<file path="config.mk">
export PLATFORM = sky130hd
export DESIGN_NAME = icache_ctrl
export DESIGN_NICKNAME = d
export VERILOG_FILES = /design/src/rtl/sys_defs.sv /design/src/rtl/icache_mshr.sv /design/src/rtl/icache_ctrl.sv
export SDC_FILE = /design/constraint.sdc
export NUM_CORES = 1
export LEC_CHECK = 0
export CAP_MARGIN = 20
export CORE_AREA = 10 10 235 237
export CTS_CLUSTER_SIZE = 10
export DETAILED_ROUTE_END_ITERATION = 16
export DIE_AREA = 0 0 245 247
export PLACE_DENSITY_LB_ADDON = 0.12
export SETUP_SLACK_MARGIN = 0.05
export SYNTH_ARGS = -nofsm -noshare
export SYNTH_HDL_FRONTEND = slang
export SYNTH_SLANG_ARGS = --single-unit
</file>
<file path="constraint.sdc">
create_clock -name clk -period 3.44 [get_ports clk]
set_input_delay 0.516 -clock clk [delete_from_list [all_inputs] [get_ports clk]]
set_output_delay 0.516 -clock clk [all_outputs]
set_load 0.1 [all_outputs]
</file>
<file path="src/rtl/sys_defs.sv">
// Shared types and constants for the instruction-cache controller and its MSHR file.
package sys_defs;

    typedef enum logic [1:0] {
        BUS_NONE  = 2'h0,
        BUS_LOAD  = 2'h1,
        BUS_STORE = 2'h2
    } BUS_COMMAND;

    typedef enum logic [1:0] {
        FREE = 2'h0,
        PEND = 2'h1,
        WAIT = 2'h2
    } ICACHE_MSHR_STATE;

    localparam int ICACHE_IDX_BITS = 5;
    localparam int ICACHE_TAG_BITS = 8;
    localparam int ICACHE_BLK_BITS = ICACHE_IDX_BITS + ICACHE_TAG_BITS;
    localparam int MEM_TAG_BITS    = 4;

    typedef struct packed {
        ICACHE_MSHR_STATE            state;
        logic [ICACHE_IDX_BITS-1:0]  index;
        logic [ICACHE_TAG_BITS-1:0]  tag;
        logic [MEM_TAG_BITS-1:0]     mem_tag;
    } ICACHE_MSHR_ENTRY;

    // Block number of an entry: {tag, index}, i.e. PC[15:3].
    function automatic logic [ICACHE_BLK_BITS-1:0] mshr_blk(input ICACHE_MSHR_ENTRY e);
        return {e.tag, e.index};
    endfunction

endpackage

</file>
<file path="src/rtl/icache_mshr.sv">
// Miss-status entries: allocation, in-order bus issue, memory tag match for fills.
// Defining ICACHE_PREFETCH_EN adds a next-block allocation alongside each demand miss.
module icache_mshr
    import sys_defs::*;
#(
    parameter int NUM_MSHR  = 4,
    parameter int NUM_PORTS = 3
) (
    input  logic                                      clk,
    input  logic                                      rst,
    input  logic [NUM_PORTS-1:0]                      miss_req,
    input  logic [NUM_PORTS-1:0][ICACHE_IDX_BITS-1:0] miss_index,
    input  logic [NUM_PORTS-1:0][ICACHE_TAG_BITS-1:0] miss_tag,
    input  logic [MEM_TAG_BITS-1:0]                   mem_response,
    input  logic [MEM_TAG_BITS-1:0]                   mem_tag,
    output logic                                      issue_valid,
    output logic [ICACHE_IDX_BITS-1:0]                issue_index,
    output logic [ICACHE_TAG_BITS-1:0]                issue_tag,
    output logic                                      fill_en,
    output logic [ICACHE_IDX_BITS-1:0]                fill_index,
    output logic [ICACHE_TAG_BITS-1:0]                fill_tag
);
    localparam int PTR_W = $clog2(NUM_MSHR);
    localparam int CNT_W = PTR_W + 1;

    typedef logic [ICACHE_BLK_BITS-1:0] blk_t;

    ICACHE_MSHR_ENTRY  mshr_q [NUM_MSHR];
    // Circular list of PEND entries in allocation order; rd_ptr_q is the order counter.
    logic [PTR_W-1:0]  order_q [NUM_MSHR];
    logic [PTR_W-1:0]  rd_ptr_q;
    logic [PTR_W-1:0]  wr_ptr_q;
    logic [CNT_W-1:0]  pend_cnt_q;

    logic [PTR_W-1:0]  fill_id;
    logic [PTR_W-1:0]  issue_id;
    logic [PTR_W-1:0]  free0_id;
    logic              free0_found;
    logic              cand_found;
    logic              port_dup;
    logic              alloc0;
    logic              accept;
    logic              wait_tag_dup;
    logic [CNT_W-1:0]  fill_match_cnt;
    logic [1:0]        alloc_n;
    blk_t              cand_blk;
    blk_t              port_blk;
`ifdef ICACHE_PREFETCH_EN
    logic [PTR_W-1:0]  free1_id;
    logic              free1_found;
    logic              pf_dup;
    logic              alloc1;
    blk_t              pf_blk;
`endif

    always_comb begin
        fill_en        = 1'b0;
        fill_id        = '0;
        fill_match_cnt = '0;
        for (int e = 0; e < NUM_MSHR; e++) begin
            if (mem_tag != '0 && mshr_q[e].state == WAIT && mshr_q[e].mem_tag == mem_tag) begin
                if (!fill_en) fill_id = PTR_W'(e);
                fill_en        = 1'b1;
                fill_match_cnt = fill_match_cnt + CNT_W'(1);
            end
        end
        fill_index = fill_en ? mshr_q[fill_id].index : '0;
        fill_tag   = fill_en ? mshr_q[fill_id].tag   : '0;
    end

    always_comb begin
        wait_tag_dup = 1'b0;
        for (int a = 0; a < NUM_MSHR; a++) begin
            for (int b = a + 1; b < NUM_MSHR; b++) begin
                if (mshr_q[a].state == WAIT && mshr_q[b].state == WAIT &&
                    mshr_q[a].mem_tag == mshr_q[b].mem_tag)
                    wait_tag_dup = 1'b1;
            end
        end
    end

    always_comb begin
        free0_found = 1'b0;
        free0_id    = '0;
`ifdef ICACHE_PREFETCH_EN
        free1_found = 1'b0;
        free1_id    = '0;
`endif
        for (int e = 0; e < NUM_MSHR; e++) begin
            if (mshr_q[e].state == FREE) begin
`ifdef ICACHE_PREFETCH_EN
                if (free0_found && !free1_found) begin
                    free1_found = 1'b1;
                    free1_id    = PTR_W'(e);
                end
`endif
                if (!free0_found) begin
                    free0_found = 1'b1;
                    free0_id    = PTR_W'(e);
                end
            end
        end
    end

    // A block being filled is still WAIT here, so the busy check also covers it.
    always_comb begin
        cand_found = 1'b0;
        cand_blk   = '0;
        port_blk   = '0;
        port_dup   = 1'b0;
        for (int p = 0; p < NUM_PORTS; p++) begin
            port_blk = {miss_tag[p], miss_index[p]};
            port_dup = 1'b0;
            for (int e = 0; e < NUM_MSHR; e++) begin
                if (mshr_q[e].state != FREE && mshr_blk(mshr_q[e]) == port_blk)
                    port_dup = 1'b1;
            end
            if (miss_req[p] && !port_dup && !cand_found) begin
                cand_found = 1'b1;
                cand_blk   = port_blk;
            end
        end
        alloc0 = cand_found && free0_found;
`ifdef ICACHE_PREFETCH_EN
        pf_blk = cand_blk + blk_t'(1);
        pf_dup = 1'b0;
        for (int e = 0; e < NUM_MSHR; e++) begin
            if (mshr_q[e].state != FREE && mshr_blk(mshr_q[e]) == pf_blk)
                pf_dup = 1'b1;
        end
        alloc1  = alloc0 && free1_found && !pf_dup;
        alloc_n = {1'b0, alloc0} + {1'b0, alloc1};
`else
        alloc_n = {1'b0, alloc0};
`endif
    end

    always_comb begin
        issue_valid = (pend_cnt_q != '0);
        issue_id    = order_q[rd_ptr_q];
        issue_index = issue_valid ? mshr_q[issue_id].index : '0;
        issue_tag   = issue_valid ? mshr_q[issue_id].tag   : '0;
        accept      = issue_valid && (mem_response != '0);
    end

    always_ff @(posedge clk) begin
        if (rst) begin
            for (int e = 0; e < NUM_MSHR; e++) begin
                mshr_q[e]  <= '0;
                order_q[e] <= '0;
            end
            rd_ptr_q   <= '0;
            wr_ptr_q   <= '0;
            pend_cnt_q <= '0;
        end else begin
            if (fill_en) mshr_q[fill_id].state <= FREE;
            if (accept) begin
                mshr_q[issue_id].state   <= WAIT;
                mshr_q[issue_id].mem_tag <= mem_response;
            end
            if (alloc0) begin
                mshr_q[free0_id] <= '{state:   PEND,
                                      index:   cand_blk[ICACHE_IDX_BITS-1:0],
                                      tag:     cand_blk[ICACHE_BLK_BITS-1:ICACHE_IDX_BITS],
                                      mem_tag: '0};
                order_q[wr_ptr_q] <= free0_id;
            end
`ifdef ICACHE_PREFETCH_EN
            if (alloc1) begin
                mshr_q[free1_id] <= '{state:   PEND,
                                      index:   pf_blk[ICACHE_IDX_BITS-1:0],
                                      tag:     pf_blk[ICACHE_BLK_BITS-1:ICACHE_IDX_BITS],
                                      mem_tag: '0};
                order_q[wr_ptr_q + PTR_W'(1)] <= free1_id;
            end
`endif
            wr_ptr_q   <= wr_ptr_q + PTR_W'(alloc_n);
            rd_ptr_q   <= rd_ptr_q + PTR_W'(accept);
            pend_cnt_q <= pend_cnt_q + CNT_W'(alloc_n) - CNT_W'(accept);
        end
    end

    always_ff @(posedge clk) begin
        if (!rst) begin
            assert (fill_match_cnt <= CNT_W'(1));
            assert (!wait_tag_dup);
        end
    end

endmodule

</file>
<file path="src/rtl/icache_ctrl.sv">
// Instruction-cache controller: combinational lookup/word select, misses handled by icache_mshr.
// Define ICACHE_PREFETCH_EN to also request the next sequential block on each demand miss.
module icache_ctrl
    import sys_defs::*;
#(
    parameter int NUM_MSHR  = 4,
    parameter int NUM_PORTS = 3
) (
    input  logic                                      clk,
    input  logic                                      rst,
    input  logic [NUM_PORTS-1:0][31:0]                proc2Icache_addr,
    input  logic [NUM_PORTS-1:0]                      proc2Icache_en,
    input  logic [NUM_PORTS-1:0][63:0]                cachemem_data,
    input  logic [NUM_PORTS-1:0]                      cachemem_valid,
    output logic [NUM_PORTS-1:0][ICACHE_IDX_BITS-1:0] Icache_rd_index,
    output logic [NUM_PORTS-1:0][ICACHE_TAG_BITS-1:0] Icache_rd_tag,
    output logic                                      Icache_wrEN,
    output logic [ICACHE_IDX_BITS-1:0]                Icache_wr_index,
    output logic [ICACHE_TAG_BITS-1:0]                Icache_wr_tag,
    output logic [63:0]                               Icache_wr_data,
    output logic [NUM_PORTS-1:0][31:0]                Icache_data_out,
    output logic [NUM_PORTS-1:0]                      Icache_valid_out,
    output BUS_COMMAND                                proc2mem_command,
    output logic [31:0]                               proc2mem_addr,
    input  logic [3:0]                                mem2proc_response,
    input  logic [63:0]                               mem2proc_data,
    input  logic [3:0]                                mem2proc_tag
);
    logic [NUM_PORTS-1:0]       miss_req;
    logic                       issue_valid;
    logic [ICACHE_IDX_BITS-1:0] issue_index;
    logic [ICACHE_TAG_BITS-1:0] issue_tag;
    logic                       unused_pc_bits;

    always_comb begin
        Icache_rd_index = '0;
        Icache_rd_tag   = '0;
        Icache_data_out = '0;
        unused_pc_bits  = 1'b0;
        for (int i = 0; i < NUM_PORTS; i++) begin
            Icache_rd_index[i] = proc2Icache_addr[i][7:3];
            Icache_rd_tag[i]   = proc2Icache_addr[i][15:8];
            Icache_data_out[i] = proc2Icache_addr[i][2] ? cachemem_data[i][63:32]
                                                       : cachemem_data[i][31:0];
            unused_pc_bits     = unused_pc_bits ^ (^{proc2Icache_addr[i][31:16],
                                                     proc2Icache_addr[i][1:0]});
        end
        Icache_valid_out = proc2Icache_en & cachemem_valid;
        miss_req         = proc2Icache_en & ~cachemem_valid;
    end

    icache_mshr #(
        .NUM_MSHR  (NUM_MSHR),
        .NUM_PORTS (NUM_PORTS)
    ) u_mshr (
        .clk          (clk),
        .rst          (rst),
        .miss_req     (miss_req),
        .miss_index   (Icache_rd_index),
        .miss_tag     (Icache_rd_tag),
        .mem_response (mem2proc_response),
        .mem_tag      (mem2proc_tag),
        .issue_valid  (issue_valid),
        .issue_index  (issue_index),
        .issue_tag    (issue_tag),
        .fill_en      (Icache_wrEN),
        .fill_index   (Icache_wr_index),
        .fill_tag     (Icache_wr_tag)
    );

    assign Icache_wr_data   = Icache_wrEN ? mem2proc_data : '0;
    assign proc2mem_command = issue_valid ? BUS_LOAD : BUS_NONE;
    assign proc2mem_addr    = {16'b0, issue_tag, issue_index, 3'b0};

endmodule

</file>
After elaboration in Yosys (flattened, before gate mapping)
Memories as Yosys holds them, arrays and structs flattened. A register that Yosys moved wholly into a read port is not among the register bits.
Cells that the tools add are included.
{"block": "word_totals", "in_bits": 368, "ram_bits": 84, "register_bits": 7, "elab_cells": 150, "out_inout_bits": 250, "memories": 2}
{"block": "op_classes", "muxes": 71, "n_bitwise": 3, "add_sub_neg": 4, "n_reduce_logical": 47, "n_eq_ne": 20}
{"memory": "u_mshr.mshr_q", "depth": 4, "word_bits": 19, "rd": 6, "rd_clocked_by_memory_dff": 0, "write_ports": 4, "line_no": "icache_mshr.sv:28", "rtl": "ICACHE_MSHR_ENTRY mshr_q [NUM_MSHR];"}
{"memory": "u_mshr.order_q", "depth": 4, "word_bits": 2, "rd": 1, "rd_clocked_by_memory_dff": 1, "write_ports": 4, "line_no": "icache_mshr.sv:30", "rtl": "logic [PTR_W-1:0] order_q [NUM_MSHR];"}
{"cell": "$eq 13x13->1", "n": 12}
{"cell": "$mux 32", "n": 3}
{"cell": "$mux 64", "n": 1}
{"cell": "$mux 19", "n": 3}
{"cell": "$reduce_or 19->1", "n": 3}
{"cell": "$mux 1", "n": 39}
{"cell": "$mux 13", "n": 3}
{"cell": "$mux 2", "n": 18}
{"cell": "$logic_and 1x1->1", "n": 27}
{"cell": "$eq 4x4->1", "n": 4}
{"cell": "$mux 8", "n": 2}
{"cell": "$mux 5", "n": 2}
{"cell": "$eq 2x2->1 const B", "n": 4}
{"cell": "$logic_not 2->1", "n": 4}
{"cell": "$reduce_bool 2->1", "n": 4}
{"cell": "$reduce_bool 4->1", "n": 2}
{"cell": "$and 3x3->3", "n": 2}
{"cell": "$logic_not 1->1", "n": 5}
{"cell": "$add 2x1->2", "n": 2}
{"cell": "$add 3x1->3", "n": 1}
{"cell": "$not 3->3", "n": 1}
{"cell": "$reduce_bool 3->1", "n": 1}
{"cell": "$sub 3x1->3", "n": 1}
{"cell": "$reduce_or 2->1", "n": 1}

Depth between registers and ports, before layout
Gate-level depths: netlist of the first run.
An unclocked memory read counts as a cell.
{"block": "depth", "ltp_word": 22, "ltp_mapped": 15, "depth_no_buf": 13}

Hierarchy
A second synthesis of the first run with hierarchy kept.
{"block": "unflattened", "hier_cells": 989, "area_unflattened_um2": 9640.5}
{"mod": "icache_mshr", "area_per_inst_um2": 7085.5, "seq_area_each_um2": 2422.3, "cells_each": 744, "instances": 1}
{"mod": "icache_ctrl", "area_per_inst_um2": 2555.0, "seq_area_each_um2": 0.0, "cells_each": 245, "instances": 1}

Least setup slack after synthesis of the first run
Ideal clock, no wire load.
{"block": "synth_timing", "path_type": "input port to output port", "startpoint": "input port mem2proc_tag[3]", "endpoint": "output port Icache_wr_data[54]", "stages": 8, "path_slack_ns": -0.774, "t_arrival_ns": 3.698, "cell_sequence": "buf_2 -> nor3_1 -> or3_1 -> a2111oi_4 -> or2_2 -> or3_1 -> clkbuf_1 -> and2_1"}
{"block": "synth_via", "elab_chain_len": 8}
{"element": "from (decl)", "line_no": "icache_ctrl.sv:27", "rtl": "input logic [3:0] mem2proc_tag"}
{"element": "$reduce_bool 4->1", "line_no": "icache_mshr.sv:61", "rtl": "if (mem_tag != '0 && mshr_q[e].state == WAIT && mshr_q[e].mem_tag == mem_tag) begin"}
{"element": "$logic_and 1x1->1 (2 in series)", "line_no": "icache_mshr.sv:61"}
{"element": "$mux 1 (3 in series)", "line_no": "icache_mshr.sv:61"}
{"element": "$mux 1 (*)", "line_no": "icache_mshr.sv:61"}
{"element": "net Icache_wrEN", "line_no": "icache_ctrl.sv:17", "rtl": "output logic Icache_wrEN,"}
{"element": "$mux 64 (*)", "line_no": "icache_ctrl.sv:71", "rtl": "assign Icache_wr_data = Icache_wrEN ? mem2proc_data : '0;"}
{"element": "to (decl)", "line_no": "icache_ctrl.sv:20", "rtl": "output logic [63:0] Icache_wr_data,"}
Mark *: on every way through the listed nets, which the timed path passes. The rest lies on a longest branch.

Final worst setup path of the first run
{"block": "layout_timing", "startpoint": "input port mem2proc_tag[3]", "endpoint": "output port Icache_wr_tag[3]"}
{"block": "layout_via", "elab_chain_len": 12}
{"element": "$reduce_bool 4->1", "line_no": "icache_mshr.sv:61"}
{"element": "$logic_and 1x1->1 (2 in series)", "line_no": "icache_mshr.sv:61"}
{"element": "$mux 1", "line_no": "icache_mshr.sv:61"}
{"element": "$mux 1", "line_no": "icache_mshr.sv:62", "rtl": "if (!fill_en) fill_id = PTR_W'(e);"}
{"element": "$mux 2", "line_no": "icache_mshr.sv:61"}
{"element": "$mux 2", "line_no": "icache_mshr.sv:62"}
{"element": "$mux 2", "line_no": "icache_mshr.sv:61"}
{"element": "$mux 2", "line_no": "icache_mshr.sv:62"}
{"element": "$mux 2", "line_no": "icache_mshr.sv:61"}
{"element": "$mem_v2 4x19"}
{"element": "$mux 8 (*)", "line_no": "icache_mshr.sv:68", "rtl": "fill_tag = fill_en ? mshr_q[fill_id].tag : '0;"}
{"element": "to (decl)", "line_no": "icache_ctrl.sv:19", "rtl": "output logic [ICACHE_TAG_BITS-1:0] Icache_wr_tag,"}
Mark *: on every way between the ends. The rest lies on a longest branch, timed or not.

==> summary.txt, run 1 <==
Routing
  • Per-cell via count in the routed design: about 4.3
  • DR iter-0 viols: 617
  • Average wire per standard cell: 28.4 um
  • Routed Wire Length: 64,100 um
  • Iteration count of the initial detailed-routing pass: 5
  • ANT nets after route: 0
  • Number of remaining DRC errors: 0
  • Via total after detailed routing: 9,741

Cells and area
  • Final layout net count: 1,937
  • Share of post-route cells with drive strength above 1: 0.411
  • Cell Count, Final, Fillers Out: 2,255
  • Utilization after layout: 0.366
  • Layout-stage area growth over the synthesis result: 105%
  • Final design area excluding fillers: 18,600 um^2

STA
  • Sum Neg Setup Slack: 0 ps
  • Worst slew margin relative to its limit: 0.436
  • Unrepaired setup endpoints after global routing: yes
  • Final hold violations: 0
  • Maximum operating frequency: 301 MHz
  • Setup violations, final: 0
  • Slew at the pin closest to its max-slew limit: 845 ps
  • Post-layout min period: 3320 ps
  • Max-slew violations: 0
  • Final-layout worst hold slack: 509 ps
  • Clock skew: around 11 ps
  • Share of the clock period used by the worst path: 0.965

Worst setup path
  • CP Launch Type: input pin
  • CP peak stage delay: 370 ps
  • Critical Path Most Common Cell: buf_12
  • Slowest cell on the critical path: or3_4
  • Type of the worst setup path: in2out
  • Critical path endpoint category: output pin
  • Combined buffer and inverter count along the critical path: 5
  • Critical path cell sequence: dlygate4sd2_1 > buf_6 > or3_4 > a2111oi_4 > buf_4 > nor2_4 > o21ai_4 > buf_12 > mux2i_1 > a21oi_4 > buf_12
  • Critical Path RT: just under 3000 ps
  • Setup slack of the most critical reg-to-reg path: 390 ps
  • Worst-path maximum fanout: 7
  • Endpoint arrival time on the critical path: 2800 ps
  • Family with the most delay on the worst path: buffers and inverters

Global routing
  • Final global-route overflow total: 0
  • Number of global-route vias before repair: 10,100
  • First-pass GRT wire length: 84,500 um
  • Pin count of the biggest net entering global routing: 66
  • Initial antenna violation count: 10
  • All-Layer GR Usage: 0.198

Clock tree
  • Total CTS buffers: 9
  • Hold_buf cts: 0
  • CTS clock-pin slew for the worst setup and hold paths: 80 ps
  • Buffer depth of the longest clock path: 2
  • Clock H-tree levels: 3
  • Clock insertion delay at the later pin of the skew report: 360 ps
  • Clock tree from TritonCTS: built
  • Clock Root Buffer: clkbuf_16
  • Total number of clock tree sinks: 91

Floorplan
  • Placement Rows: 83
  • Die area: 60,500 um^2
  • Effective utilization at floorplan: 0.179
  • Standard cell core area: between 50,000 and 60,000 um^2
  • Die outline height: about 250 um
  • Ports placed on the boundary: between 600 and 700
  • Die boundary width: around 250 um

Place
  • Routability congestion estimate: 0.938
  • Number of input and output port buffers inserted: 543
  • Cell count after placement: 2,232
  • Placement-stage cell area: 18,100 um^2
  • Half-perimeter wire length after placement: 54,900 um

Synth
  • Number of synthesized flops with an enable pin: 60
  • Synthesis-stage register bit count: 91
  • Yosys warnings: 0
  • Prevailing post-synth register cell: edfxtp_1
  • Share of the yosys chip area belonging to registers: 0.267
  • Post-synthesis instance total: 963
  • Async set-reset flop share out of synthesis: 0
  • Syn Std Cell Area: between 9000 and 10,000 um^2
  • Number of unique standard cell types used by synthesis: 55
  • Avg Synthesized Cell Area: 9.42 um^2

Power and ir drop
  • Fraction of power consumed by sequential logic: 0.193
  • Part of the power in combinational logic: 0.683
  • P_int: roughly 4000 uW
  • VDD IR-drop max: 0.276 mV
  • Pwr dens: 450 nW/um^2
  • Part of the total power dissipated in the clock network: 0.123
  • Cell leakage power: about 0.0074 uW
  • Switching share of power: 0.514
  • Net switching power figure: 4280 uW

Run
  • Maximum Capacitance Violations: 0

Worst hold path
  • Type of the tightest min-delay check: reg2reg

Outcome
  • Status: finished, final reports clean
[worst paths after layout]
path / start / endpoint / cells past startpoint
worst max-delay path: mem2proc_tag[3] / Icache_wr_tag[3] / 11
worst min-delay path: u_mshr.mshr_q[0][1] / u_mshr.mshr_q[0][1] / 2
worst max register to register: u_mshr.mshr_q[3][5] / u_mshr.pend_cnt_q[2] / 13
worst min register to register: u_mshr.mshr_q[0][1] / u_mshr.mshr_q[0][1] / 2
[layout by cell type, fill, tap and decap left out, types with 5 or more instances in the layout]
| cell type | netlist | routed |
|---|---|---|
| a21boi_1 | 10 | 10 |
| a21oi_1 | 87 | 74 |
| a21oi_4 | 0 | 12 |
| a221oi_1 | 13 | 13 |
| and2_1 | 83 | 25 |
| and2_2 | 0 | 50 |
| and2_4 | 0 | 8 |
| and3_1 | 15 | 15 |
| buf_12 | 0 | 202 |
| buf_4 | 66 | 201 |
| clkbuf_16 | 0 | 10 |
| clkdlybuf4s50_1 | 0 | 309 |
| conb_1 | 1 | 20 |
| dfxtp_1 | 31 | 31 |
| diode_2 | 0 | 6 |
| edfxtp_1 | 60 | 60 |
| inv_1 | 8 | 7 |
| mux2_2 | 96 | 96 |
| mux2i_1 | 26 | 15 |
| mux2i_2 | 0 | 8 |
| mux4_2 | 15 | 15 |
| nand2_1 | 17 | 17 |
| nand2b_1 | 6 | 6 |
| nand3_1 | 20 | 20 |
| nand3b_1 | 15 | 15 |
| nand4_1 | 12 | 12 |
| nor2_1 | 27 | 27 |
| nor3_1 | 7 | 6 |
| nor3b_1 | 9 | 8 |
| nor4_1 | 39 | 38 |
| or3_1 | 6 | 5 |
| xnor2_1 | 16 | 16 |
| xor2_1 | 156 | 152 |
[stage by stage]
stage	setup slack, ps	power, uW
after floorplan	-304	4930
after global placement	-336	7310
after detailed placement	-288	7300
after CTS	50.6	8380
after global routing	8.26	8660
final	122	8340
[worst min-delay path: cells and delay by family, from the launching register on]
kind	cells	cell delay, ps
simple gates	1	80
compound gates	1	60
flops	1	320
[cell type report]
cell class	instances	area, um^2
inverter	8	30.0
antenna	6	15.0
fill	5122	32100
tap	680	851
sequential	91	2420
clock buffer	10	239
timing repair buffer	720	8740
multi-input combinational	734	6210
clock inverter	6	55.1
[layer usage]
metal	GRT usage	vias to the layer above	wire length, um
met5	0	-	26
met4	0.0433	4	758
li1	-	4551	-
met2	0.344	390	32400
met3	0.0461	35	3870
met1	0.245	4761	27100
[flip-flops by register name, indices dropped and copies added, names as in the netlist]
| signal | flops |
|---|---|
| u_mshr.mshr_q | 76 |
| u_mshr.order_q | 8 |
| u_mshr.rd_ptr_q | 2 |
| u_mshr.wr_ptr_q | 2 |
| u_mshr.pend_cnt_q | 3 |
[power groups by stage]
| stage | logic, uW | clock network, uW | registers (uW) |
|---|---|---|---|
| 2_1_floorplan | 3360 | 0 | 1570 |
| 3_3_place_gp | 5690 | 0 | 1620 |
| 3_5_place_dp | 5680 | 0 | 1620 |
| 4_1_cts | 5720 | 1050 | 1600 |
| 5_1_grt | 5920 | 1100 | 1640 |
| 6_report | 5700 | 1030 | 1610 |
[cells in the mapped netlist (4+ instances only)]
library cell  instances  area, um^2
nor4_1               39         244
ha_1                  4        50.1
mux4_2               15         338
dfxtp_1              31         621
nor3b_1               9        67.6
nand3_1              20         100
xnor2_1              16         140
nand4_1              12        75.1
buf_4                66         495
clkbuf_1             50         188
buf_2                20         100
a21oi_1              87         435
mux2i_1              26         260
o31ai_4               4        85.1
a221oi_1             13         114
mux2_2               96        1080
nand3b_1             15         113
xor2_1              156        1370
nor2_1               27         101
inv_1                 8        30.0
buf_1                12        45.0
edfxtp_1             60        1800
or3_1                 6        37.5
a21boi_1             10        75.1
nand2_1              17        63.8
nand2b_1              6        37.5
nor3_1                7        35.0
and2_1               83         519
and3_1               15        93.8
[cells by family (layout without fill, tap and decap cells)]
kind of cell / after synthesis / count (layout) / share of synthesized area
buffers and inverters: 157 / 744 / 0.0963
XOR/XNOR: 172 / 172 / 0.166
flip-flops: 91 / 91 / 0.267
other: 1 / 26 / 0.000414
AND/OR/NAND/NOR: 268 / 268 / 0.176
adder cells (fa/ha/maj): 5 / 5 / 0.00773
multiplexers: 137 / 137 / 0.185
AO/OA/AOI/OAI: 132 / 132 / 0.101
[timing repair]
action,in CTS,in global routing
pin swaps,4,3
buffers inserted,2,0
resized for setup,23,13
endpoints found under the setup margin,78,71
gates cloned,1,1
(Power assumes the default switching activity.)
==> run 2: changes to the inputs <==
- SLEW_MARGIN: not set -> 40
==> summary.txt, run 2 (synthesis results as in run 1) <==
Outcome
  • Status: finished, final reports clean (unchanged)

Global routing
  • Final global-route overflow total: 0 (unchanged)
  • Initial antenna violation count: 10 (unchanged)
  • All-Layer GR Usage: 0.198 (unchanged)
  • First-pass GRT wire length: 84,500 um (unchanged)
  • Number of global-route vias before repair: 10,100 (unchanged)
  • Pin count of the biggest net entering global routing: 66 (unchanged)

Cells and area
  • Most frequent cells in the layout: 309 x clkdlybuf4s50_1, 202 x buf_12, 201 x buf_4 (unchanged)
  • Most frequent standard cell in the layout excluding fill and tap cells: clkdlybuf4s50_1 (unchanged)
  • Storage element area: 2420 um^2 (unchanged)
  • Register bank with the most flops: u_mshr.mshr_q (unchanged)
  • Largest registers: u_mshr.mshr_q: 76 flops, u_mshr.order_q: 8 flops, u_mshr.pend_cnt_q: 3 flops (unchanged)
  • Layout-stage area growth over the synthesis result: 105% (about the same)
  • Final design area excluding fillers: 18,600 um^2 (about the same)
  • Filler instances: 5,123 (was 5,122)
  • Share of post-route cells with drive strength above 1: 0.411 (unchanged)
  • Area of the multi-input gates: 6210 um^2 (about the same)
  • Number of flip-flops in the largest register: 76 (unchanged)
  • Final layout net count: 1,937 (unchanged)

Floorplan
  • Ports placed on the boundary: 618 (unchanged)
  • Die outline height: 247 um (unchanged)
  • Placement Rows: 83 (unchanged)
  • Die boundary width: 245 um (unchanged)
  • Die area: 60,500 um^2 (unchanged)
  • Effective utilization at floorplan: 0.179 (unchanged)
  • Standard cell core area: 50,700 um^2 (unchanged)

Clock tree
  • Total number of clock tree sinks: 91 (unchanged)
  • Clock H-tree levels: 3 (unchanged)
  • Clock insertion delay at the later pin of the skew report: 360 ps (about the same)
  • Buffer depth of the longest clock path: 2 (unchanged)
  • Clock Root Buffer: clkbuf_16 (unchanged)
  • CTS clock-pin slew for the worst setup and hold paths: 80 ps (about the same)
  • Clock tree from TritonCTS: built (unchanged)
  • Total CTS buffers: 9 (unchanged)

Routing
  • Number of remaining DRC errors: 0 (unchanged)
  • DR iter-0 viols: 611 (was 617)
  • Iteration count of the initial detailed-routing pass: 5 (unchanged)
  • Average wire per standard cell: 28.4 um (about the same)
  • Via total after detailed routing: 9,760 (was 9,741)
  • Per-cell via count in the routed design: 4.33 (was 4.32)
  • ANT nets after route: 0 (unchanged)
  • Routed Wire Length: 64,100 um (about the same)

Run
  • Maximum Capacitance Violations: 0 (unchanged)

STA
  • Share of the clock period used by the worst path: 0.964 (was 0.965)
  • Setup violations, final: 0 (unchanged)
  • Worst slew margin relative to its limit: 0.523 (was 0.436)
  • Maximum operating frequency: 302 MHz (was 301 MHz)
  • Final-layout worst hold slack: 508 ps (was 509 ps)
  • Slew at the pin closest to its max-slew limit: 709 ps (was 845 ps)
  • Sum Neg Setup Slack: 0 ps (unchanged)
  • Final hold violations: 0 (unchanged)
  • Post-layout min period: 3320 ps (about the same)
  • Unrepaired setup endpoints after global routing: yes (unchanged)
  • Clock skew: 11.6 ps (was 10.8 ps)
  • Max-slew violations: 0 (unchanged)

Worst setup path
  • Setup slack of the most critical reg-to-reg path: 400 ps (was 390 ps)
  • Critical Path RT: 2920 ps (about the same)
  • Type of the worst setup path: in2out (unchanged)
  • Critical path endpoint category: output pin (unchanged)
  • CP Launch Type: input pin (unchanged)
  • Worst-path maximum fanout: 7 (unchanged)
  • Endpoint arrival time on the critical path: 2800 ps (about the same)

Place
  • Half-perimeter wire length after placement: 54,900 um (unchanged)
  • Routability congestion estimate: 0.938 (unchanged)
  • Number of input and output port buffers inserted: 543 (unchanged)
  • Placement-stage cell area: 18,100 um^2 (unchanged)

Power and ir drop
  • Power Total: 8350 uW (was 8340 uW)
  • Pwr dens: 450 nW/um^2 (about the same)
  • VDD IR-drop max: 0.276 mV (about the same)
  • Cell leakage power: 0.00741 uW (about the same)

Worst hold path
  • Type of the tightest min-delay check: reg2reg (unchanged)
## run 2: cell counts in the layout (fill, tap and decap cells not counted)
No cell type changed its count.
## run 2: final cells by class
| cell class | count | share of cell area |
|---|---|---|
| Sequential cell | 91 | 0.130 |
| Antenna cell | 6 | 0.000809 |
| Clock buffer | 10 | 0.0129 |
| Clock inverter | 6 | 0.00297 |
| Tap cell | 680 | 0.0458 |
| Multi-Input combinational cell | 734 | 0.335 |
| Inverter | 8 | 0.00162 |
| Timing Repair Buffer | 720 | 0.471 |
## run 2: final timing paths
check,from,to,cells after the start
worst max-delay path,mem2proc_tag[3],Icache_wr_tag[3],11
worst min-delay path,u_mshr.mshr_q[0][1],u_mshr.mshr_q[0][1],2
worst max register to register,u_mshr.mshr_q[3][5],u_mshr.pend_cnt_q[2],13
worst min register to register,u_mshr.mshr_q[0][1],u_mshr.mshr_q[0][1],2
## run 2: power by group
part	leakage [uW]	internal, uW	switching (uW)
Combinational	0.00639	2160	3550
Clock	0.000148	529	501
Sequential	0.000879	1380	237
Total	0.00741	4060	4290
## run 2: critical path, cell delays in order
cell,delay [ps]
dlygate4sd2_1,270
buf_6,150
or3_4,370
a2111oi_4,290
buf_4,190
nor2_4,40
o21ai_4,180
buf_12,190
mux2i_1,310
a21oi_4,100
buf_12,170
## run 2: per-layer routing
layer	wire length (um)	vias to the layer above	track usage
met1	27000	4760	0.245
met3	3960	35	0.0461
li1	-	4550	-
met4	760	4	0.0433
met5	26	-	0
met2	32400	411	0.344
## run 2: timing repair
action,in CTS,in global routing
setup buffers,2,0
hold buffers,0,0
setup endpoints to repair,78,71
pin swaps,4,3
resized for setup,23,13
gates cloned,1,1
## run 2: metrics by stage
step / std cells / utilization / setup WS (ps)
6_report: 2255 / 0.366 / 124
5_1_grt: 2254 / 0.366 / 8.26
4_1_cts: 2251 / 0.365 / 50.6
3_5_place_dp: 2232 / 0.356 / -288
3_3_place_gp: 2232 / 0.356 / -336
2_1_floorplan: 982 / - / -304
==> run 3: changes to the inputs <==
- CORE_AREA: 10 10 235 237 -> 2 2 240 242
- DIE_AREA: 0 0 245 247 -> 0 0 242 244
==> summary.txt, run 3 (synthesis results as in run 1) <==
Routing
  • ANT nets after route: 0 (unchanged)
  • Number of remaining DRC errors: 0 (unchanged)
  • Average wire per standard cell: 23.3 um (was 28.4 um)
  • DR iter-0 viols: 502 (was 611)
  • Iteration count of the initial detailed-routing pass: 5 (unchanged)
  • Via total after detailed routing: 9,627 (was 9,760)
  • Routed Wire Length: 54,100 um (was 64,100 um)
  • Per-cell via count in the routed design: 4.14 (was 4.33)

Global routing
  • Number of global-route vias before repair: 9,948 (was 10,100)
  • Pin count of the biggest net entering global routing: 66 (unchanged)
  • Final global-route overflow total: 0 (unchanged)
  • All-Layer GR Usage: 0.176 (was 0.198)
  • Initial antenna violation count: 10 (unchanged)
  • First-pass GRT wire length: 76,000 um (was 84,500 um)

Floorplan
  • Die area: 59,000 um^2 (was 60,500 um^2)
  • Die outline height: 244 um (was 247 um)
  • Ports placed on the boundary: 618 (unchanged)
  • Placement Rows: 87 (was 83)
  • Standard cell core area: 56,200 um^2 (was 50,700 um^2)
  • Effective utilization at floorplan: 0.161 (was 0.179)
  • Die boundary width: 242 um (was 245 um)

Worst setup path
  • Endpoint arrival time on the critical path: 3430 ps (was 2800 ps)
  • Slowest cell on the critical path: nor4_2 (was or3_4)
  • Critical Path Most Common Cell: buf_4 (was buf_12)
  • Type of the worst setup path: in2reg (was in2out)
  • Worst-path maximum fanout: 9 (was 7)
  • Combined buffer and inverter count along the critical path: 4 (was 5)
  • CP peak stage delay: 530 ps (was 370 ps)
  • Critical Path RT: 3540 ps (was 2920 ps)
  • Family with the most delay on the worst path: simple AND/OR/NAND/NOR gates (was buffers and inverters)
  • CP Launch Type: input pin (unchanged)
  • Critical path endpoint category: flip-flop (was output pin)
  • Critical path cell sequence: clkdlybuf4s50_1 > xor2_1 > nor4_2 > nand4_1 > buf_4 > nand3b_1 > buf_4 > nor2_2 > o31ai_4 > buf_4 > a21oi_1 (was dlygate4sd2_1 > buf_6 > or3_4 > a2111oi_4 > buf_4 > nor2_4 > o21ai_4 > buf_12 > mux2i_1 > a21oi_4 > buf_12)
  • Setup slack of the most critical reg-to-reg path: 250 ps (was 400 ps)

Cells and area
  • Layout-stage area growth over the synthesis result: 105% (about the same)
  • Filler instances: 5,722 (was 5,123)
  • Share of post-route cells with drive strength above 1: 0.411 (about the same)
  • Final layout net count: 1,932 (was 1,937)
  • Largest registers: u_mshr.mshr_q: 76 flops, u_mshr.order_q: 8 flops, u_mshr.pend_cnt_q: 3 flops (unchanged)
  • Most frequent standard cell in the layout excluding fill and tap cells: clkdlybuf4s50_1 (unchanged)
  • Number of flip-flops in the largest register: 76 (unchanged)
  • Most frequent cells in the layout: 307 x clkdlybuf4s50_1, 202 x buf_4, 197 x buf_12 (was 309 x clkdlybuf4s50_1, 202 x buf_12, 201 x buf_4)
  • Register bank with the most flops: u_mshr.mshr_q (unchanged)
  • Final design area excluding fillers: 18,600 um^2 (about the same)

STA
  • Setup violations, final: 0 (unchanged)
  • Unrepaired setup endpoints after global routing: yes (unchanged)
  • Maximum operating frequency: 301 MHz (was 302 MHz)
  • Final-layout worst hold slack: 504 ps (was 508 ps)
  • Worst slew margin relative to its limit: 0.539 (was 0.523)
  • Worst Setup Slack, final: 113 ps (was 124 ps)
  • Max-slew violations: 0 (unchanged)
  • Slew at the pin closest to its max-slew limit: 691 ps (was 709 ps)
  • Post-layout min period: 3330 ps (was 3320 ps)
  • Clock skew: 16.4 ps (was 11.6 ps)
  • Final hold violations: 0 (unchanged)
  • Share of the clock period used by the worst path: 0.967 (was 0.964)

Clock tree
  • Hold_buf cts: 0 (unchanged)
  • Clock Root Buffer: clkbuf_16 (unchanged)
  • Clock H-tree levels: 3 (unchanged)
  • CTS clock-pin slew for the worst setup and hold paths: 80 ps (about the same)
  • Clock tree from TritonCTS: built (unchanged)
  • Buffer depth of the longest clock path: 2 (unchanged)
  • Total CTS buffers: 9 (unchanged)
  • Clock insertion delay at the later pin of the skew report: 360 ps (about the same)
  • Total number of clock tree sinks: 91 (unchanged)

Place
  • Routability congestion estimate: 0.887 (was 0.938)
  • Placement-stage cell area: 18,000 um^2 (was 18,100 um^2)
  • Worst setup slack after placement: -492 ps (was -288 ps)
  • Half-perimeter wire length after placement: 45,500 um (was 54,900 um)
  • Number of input and output port buffers inserted: 543 (unchanged)

Power and ir drop
  • VDD IR-drop max: 0.319 mV (was 0.276 mV)
  • Pwr dens: 447 nW/um^2 (was 450 nW/um^2)
  • Cell leakage power: 0.00741 uW (about the same)

Run
  • Maximum Capacitance Violations: 0 (unchanged)

Worst hold path
  • Type of the tightest min-delay check: reg2reg (unchanged)

Outcome
  • Status: finished, final reports clean (unchanged)
## run 3: repair_timing
action	CTS	global route
endpoints found under the setup margin	193	97
resized for setup	30	15
pin swaps	4	12
buffers inserted	2	5
cloned	1	0
## run 3: cell type report
| type | count | area [um^2] | share of cell area |
|---|---|---|---|
| Inverter | 8 | 30.0 | 0.00162 |
| Multi-Input combinational cell | 734 | 6220 | 0.335 |
| Sequential cell | 91 | 2420 | 0.130 |
| Clock buffer | 10 | 250 | 0.0135 |
| Tap cell | 756 | 946 | 0.0509 |
| Antenna cell | 3 | 7.51 | 0.000404 |
| Clock inverter | 6 | 62.6 | 0.00337 |
| Timing Repair Buffer | 715 | 8640 | 0.465 |
## run 3: per-stage QoR
step                TNS [ps]  std cells  power, uW  utilization
global route               0       2320       8620        0.331
finish                     0       2323       8310        0.331
global placement      -66410       2296       7220        0.321
floorplan               -304        982       4930            -
detailed placement    -68790       2296       7230        0.321
CTS                        0       2315       8350        0.329
## run 3: final timing paths
kind,start,cells after the start,to
worst min register to register,u_mshr.mshr_q[0][3],2,u_mshr.mshr_q[0][3]
worst min-delay path,u_mshr.mshr_q[0][3],2,u_mshr.mshr_q[0][3]
worst max-delay path,proc2Icache_addr[72],11,u_mshr.mshr_q[0][10]
worst max register to register,u_mshr.mshr_q[2][6],10,u_mshr.mshr_q[0][10]
## run 3: report_power, final
part,internal (uW),switching (uW),total [uW]
registers,1380,247,1620
clock network,555,505,1060
logic,2140,3480,5620
total,4070,4230,8310
## run 3: metal layers
| layer | wire [um] | track usage | up-vias |
|---|---|---|---|
| li1 | - | - | 4538 |
| met1 | 23900 | 0.237 | 4612 |
| met2 | 25700 | 0.289 | 415 |
| met3 | 3730 | 0.0417 | 46 |
| met4 | 661 | 0.0332 | 16 |
| met5 | 100 | 0 | - |
## run 3: worst min-delay path, delay by kind of cell, from the launching register on
kind / cells / cell delay, ps
AND/OR/NAND/NOR: 1 / 80
flip-flops: 1 / 330
AO/OA/AOI/OAI: 1 / 60
